`config.mk`:
```
export PLATFORM = sky130hd
export DESIGN_NAME = m16_imit
export DESIGN_NICKNAME = d
export VERILOG_FILES = /design/src/rtl/m16_imit.sv
export SDC_FILE = /design/constraint.sdc
export NUM_CORES = 1
export LEC_CHECK = 0
export ABC_AREA = 1
export BUFFER_PORTS_ARGS = -buffer_cell sky130_fd_sc_hd__clkbuf_2
export CAP_MARGIN = 20
export CORE_MARGIN = 5
export CORE_UTILIZATION = 56
export DETAILED_ROUTE_END_ITERATION = 10
export MAX_ROUTING_LAYER = met4
export PLACE_DENSITY = 0.78
export SKIP_CTS_REPAIR_TIMING = 1
export SYNTH_ARGS = -nofsm -noshare
export SYNTH_HDL_FRONTEND = slang
export SYNTH_SLANG_ARGS = --single-unit
export TNS_END_PERCENT = 30
```
`constraint.sdc`:
```
create_clock -name clk100 -period 1.6 [get_ports clk100]
set_input_delay 0.08 -clock clk100 [delete_from_list [all_inputs] [get_ports clk100]]
set_output_delay 0.08 -clock clk100 [all_outputs]
set_load 0.01 [all_outputs]
```
`src/rtl/m16_imit.sv`:
```
// M16 telemetry-stream imitator: free-running NRZ Orb bit stream built from
// frame/phrase markers, a phrase counter word and fixed data words.
module m16_imit #(
   parameter int unsigned BIT_DIV     = 16,
   parameter logic [11:0] DATA_WORD   = 12'h666,
   parameter logic [11:0] FRAME_MARK  = 12'hF12,
   parameter logic [11:0] PHRASE_MARK = 12'h0ED
) (
   input  logic clk100,
   input  logic clr,
   output logic Orb_serial
);

   localparam logic [15:0] DIV_LAST = 16'(BIT_DIV - 1);

   logic [15:0] div_cnt_q, div_cnt_d;
   logic [3:0]  bit_cnt_q, bit_cnt_d;
   logic [3:0]  word_cnt_q, word_cnt_d;
   logic [4:0]  phrase_cnt_q, phrase_cnt_d;
   logic        orb_q, orb_d;
   logic [11:0] word_cur;

   always_comb begin
      word_cur = DATA_WORD;
      if (word_cnt_q == 4'd0) begin
         word_cur = (phrase_cnt_q == 5'd0) ? FRAME_MARK : PHRASE_MARK;
      end else if (word_cnt_q == 4'd1) begin
         word_cur = {7'b0, phrase_cnt_q};
      end
   end

   always_comb begin
      div_cnt_d    = (div_cnt_q == DIV_LAST) ? 16'd0 : div_cnt_q + 16'd1;
      bit_cnt_d    = bit_cnt_q;
      word_cnt_d   = word_cnt_q;
      phrase_cnt_d = phrase_cnt_q;
      orb_d        = orb_q;
      if (div_cnt_q == 16'd0) begin
         orb_d = word_cur[bit_cnt_q];
         if (bit_cnt_q == 4'd0) begin
            bit_cnt_d  = 4'd11;
            // word (16) and phrase (32) counts are full powers of two, so they wrap naturally
            word_cnt_d = word_cnt_q + 4'd1;
            if (word_cnt_q == 4'd15) begin
               phrase_cnt_d = phrase_cnt_q + 5'd1;
            end
         end else begin
            bit_cnt_d = bit_cnt_q - 4'd1;
         end
      end
   end

   always_ff @(posedge clk100 or negedge clr) begin
      if (!clr) begin
         div_cnt_q    <= 16'd0;
         bit_cnt_q    <= 4'd11;
         word_cnt_q   <= 4'd0;
         phrase_cnt_q <= 5'd0;
         orb_q        <= 1'b0;
      end else begin
         div_cnt_q    <= div_cnt_d;
         bit_cnt_q    <= bit_cnt_d;
         word_cnt_q   <= word_cnt_d;
         phrase_cnt_q <= phrase_cnt_d;
         orb_q        <= orb_d;
      end
   end

   assign Orb_serial = orb_q;

endmodule

```
Yosys cells after proc, flatten, opt, wreduce, memory -nomap -nowiden
Index checks and enable logic that the tools add are counted.

cells by class
  equal/unequal tests = 3
  add/subtract/negate cells = 4
  reductions and logical operators = 6
  multiplexer cells = 7
  magnitude comparators = 1

operators with widths
  cell                   number
  $mux 12                2
  $add 16x1->16 const B  1
  $eq 16x4->1 const B    1
  $logic_not 16->1       1
  $mux 16                1
  $mux 11                1
  $logic_not 4->1        2
  $add 5x1->5 const B    1
  $logic_not 5->1        1
  $lt 4x5->1 const B     1
  $add 4x1->4 const B    1
  $bmux 1 s4             1
  $eq 4x1->1 const B     1
  $eq 4x4->1 const B     1
  $mux 4                 1
  $sub 4x1->4 const B    1
  $reduce_and 3->1       1
  $reduce_and 2->1       1
  $mux 1                 1

storage, ports and cells
  output and inout bits = 1
  register bits = 30
  logic and storage cells = 26

Longest topological paths before layout
  depth in word-level cells = 5
  depth in mapped cells = 13
  depth with buffers taken out = 13

Least setup slack after synthesis
OpenSTA, ideal clock, no wires.

  kind = flip-flop to flip-flop
  start = reg div_cnt_q[0]
  end = reg phrase_cnt_q[0]
  setup time = 0.122 ns
  buffers on the path = 0
  setup slack = 0.039 ns
  stages on the path, launching flop included = 8
  arrival time = 1.439 ns
  path through = dfrtp_1 inv_1 ha_1 nor3b_1 nand3_2 nor2_4 nand2_4 xor2_1

between the ends
  cells in the longest elaborated chain, start to end = 2

ends and longest elaborated chain
  what                               line  text
  start: declaration                 16    logic [15:0] div_cnt_q, div_cnt_d;
  start signal: assignment           61    div_cnt_q <= div_cnt_d;
  $logic_not 16->1                   38    if (div_cnt_q == 16'd0) begin
  $reduce_and 3->1 (no source line)  --
  end signal: assignment             64    phrase_cnt_q <= phrase_cnt_d;
  end: declaration                   19    logic [4:0] phrase_cnt_q, phrase_cnt_d;

No other way between the ends.
A chain may end at the register's enable or synchronous reset.

Worst setup path after layout
  start = reg div_cnt_q[0]
  end = reg word_cnt_q[2]

between the ends
  cells in the longest elaborated chain, start to end = 2

ends and longest elaborated chain
  what                               line  text
  $logic_not 16->1                   38
  $reduce_and 2->1 (no source line)  --
  end signal: assignment             63    word_cnt_q <= word_cnt_d;
  end: declaration                   18    logic [3:0] word_cnt_q, word_cnt_d;

No other way between the ends.

==> reports/qor.yml <==
setup_path:
  cp-end-kind: "flop"
  worstPathRequired_ns: 1.84
  critPathLaunchType: "flop"
  critical_path_class: "flop to flop"
  regToRegStartpoint: "div_cnt_q[0]$_DFF_PN0_"
  startpoint: "div_cnt_q[0]$_DFF_PN0_"
  worstPathMaxFanout: 4
  worstPathArrival_ns: 1.86
placement:
  portBuffers: 2
  gp_congestion: 0.897
  dp_hpwl_um: 2550
floorplan:
  die_w_um: 66.6
  coreArea_um2: 3050
  num_rows: 20
  dieHeight_um: 66.6
  die_area_um2: 4430
  boundaryPins: 3
  start_util: 0.587
logic_synthesis:
  synth_cells: 231
  netlist_area_um2: 1790
  ys_seq_area_frac: 0.421
  avgSynthCellArea_um2: 7.76
  syn-num-nets: 241
  ys_types: 21
  synth_top_area_frac: 0.377
  synth-warning-count: 0
  ys_top_cells_by_area: "dfrtp_1 38%, nand2_1 9.6%, inv_1 8.6%"
  ys_ff_latch: 30
  synth_top_cell_by_area: "dfrtp_1"
global_route:
  antenna_found_initial: 0
  grt_pass1_wl_um: 6310
  grt_overflow_total: 0
  grt_pass1_vias: 1464
  grt_start_max_net_pins: 31
  grtUsageTotal: 0.196
timing:
  whs_ns: 0.329
  fin_worst_skew_ns: 0.0134
  setup_violations: 3
  fin_ws_ns: -0.0181
  max_freq_mhz: 618
  hold_violations: 0
  tightest_slew_ns: 0.728
  slew_headroom: 0.514
  fin_crit_sh: 1.01
  period_needed_ns: 1.62
  rsz0062_at_grt: "true"
  slew_viol_final: 0
drt:
  vias: 1535
  routed_wl_um: 3540
  drtIter0Drc: 106
  drc: 0
  wl_per_cell_um: 11.4
  drt_pre_antenna_iters: 4
  avgViaCountPerCell: 4.95
  detail-route-antenna-nets: 0
finish:
  mostFrequentLayoutCells: "45 x nand2_1, 39 x inv_1, 26 x dfrtp_1, 24 x nand3_1, 23 x buf_4"
  insertedDiodeCount: 0
  postLayoutCoreUtil: 0.710
  drive_gt1_frac: 0.229
  area.growth.synth_to_final_pct: 20.9
  num-nets-final: 275
  fillerInstances: 250
  final_common_cell: "nand2_1"
pwr:
  share_seq_of_total_power: 0.630
  leakage_nw: 1.15
  p_sw_mw: 0.267
  swShare: 0.222
  internal_power_mw: 0.935
  power_density_nw_per_um2: 555
  clockPowerShare: 0.356
  combPwrFrac: 0.014
  irDropWorstVdd_uv: 471
run_status:
  outcome: "finished, violations left"
  violations: "negative setup slack"
cts:
  clock_path_buffers: 2
  numCtsBuffers: 5
  cts-htree-levels: 2
  cts.sinks: 30
  cts_tree: "built"
  clockRootBuffer: "clkbuf_4"
  insertion_delay_ns: 0.33
  clk_pin_slew_ns: 0.10
min_path:
  hold_path.class: "primary input to asynchronous set/reset pin"
job:
  maxCapViolations: 0
==> final cells by class <==
cell class                 count  area, um^2  area share
clock buffer                   8        48.8      0.0225
inverter                      41         154      0.0710
multi-input combinational    160         950       0.438
sequential                    30         756       0.349
tap                           44        55.1      0.0254
timing repair buffer          27         204      0.0941
==> metrics by stage <==
stage / TNS [ns] / setup WS [ns] / area, um^2 / std cells / total power [mW]
floorplan: 0 / 0.0390 / 1790 / 231 / 0.773
global placement: -0.352 / -0.0537 / 2020 / 298 / 0.789
detailed placement: -0.243 / -0.0521 / 2020 / 298 / 0.789
CTS: -0.462 / -0.0782 / 2060 / 306 / 1.22
global route: -1.65 / -0.150 / 2170 / 310 / 1.27
finish: -0.0408 / -0.0181 / 2170 / 310 / 1.20
==> cells in the mapped netlist, drive strengths merged <==
cell and instances:
nand2 47, inv 41, nor2 30, nand3 28, dfrtp 27, xor2 11, o21ai 9, ha 8
a21oi 7, nand4 5, nor3 5, nor4 4, xnor2 4, dfstp 3, nor3b 2
==> sequential cells by signal, summed over array words and instances (netlist names) <==
| register | cells |
|---|---|
| Orb_serial | 1 |
| div_cnt_q | 16 |
| word_cnt_q | 4 |
| bit_cnt_q | 4 |
| phrase_cnt_q | 5 |
==> power groups by stage <==
stage | clock (mW) | combinational (mW) | sequential [mW]
after detailed placement | 0 | 0.0162 | 0.773
after CTS | 0.447 | 0.0162 | 0.758
after global placement | 0 | 0.0161 | 0.773
final | 0.428 | 0.0165 | 0.758
after global routing | 0.486 | 0.0210 | 0.758
after floorplan | 0 | 0.000000582 | 0.773
==> routing by layer <==
metal | vias up | routed length, um | track usage | share of wire
met3 | 9 | 108 | 0.0455 | 0.031
met1 | 695 | 1570 | 0.229 | 0.44
met5 | - | 0 | - | 0
li1 | 806 | - | - | -
met2 | 25 | 1780 | 0.319 | 0.50
met4 | 0 | 74 | 0.0888 | 0.021
==> critical path: stages, from the launching register on <==
cell and delay [ns]:
dfrtp_1 0.42, inv_1 0.07, ha_1 0.14, nor3b_2 0.19
buf_4 0.15, nand4_1 0.21, nor2_1 0.19, xor2_1 0.16
==> cell families after synthesis <==
group	after synthesis	synth area share
and+or+nand+nor	121	0.320
xor gates and xnor gates	15	0.0733
AOI/OAI and AO/OA	16	0.0447
DFF	30	0.421
buffers and inverters	41	0.0858
adders and majority gates	8	0.0558
==> final timing paths <==
path / endpoint / slack [ns] / depth (start not counted)
setup / recovery: word_cnt_q[2]$_DFFE_PN0P_ / -0.02 / 7
hold / removal: div_cnt_q[11]$_DFF_PN0_ / 0.33 / 2
setup reg to reg: word_cnt_q[2]$_DFFE_PN0P_ / -0.02 / 7
hold reg to reg: div_cnt_q[15]$_DFF_PN0_ / 0.48 / 1
max in group asynchronous: div_cnt_q[2]$_DFF_PN0_ / 0.75 / 2
min in group clk100: div_cnt_q[15]$_DFF_PN0_ / 0.48 / 1
(Power assumes the default switching activity.)
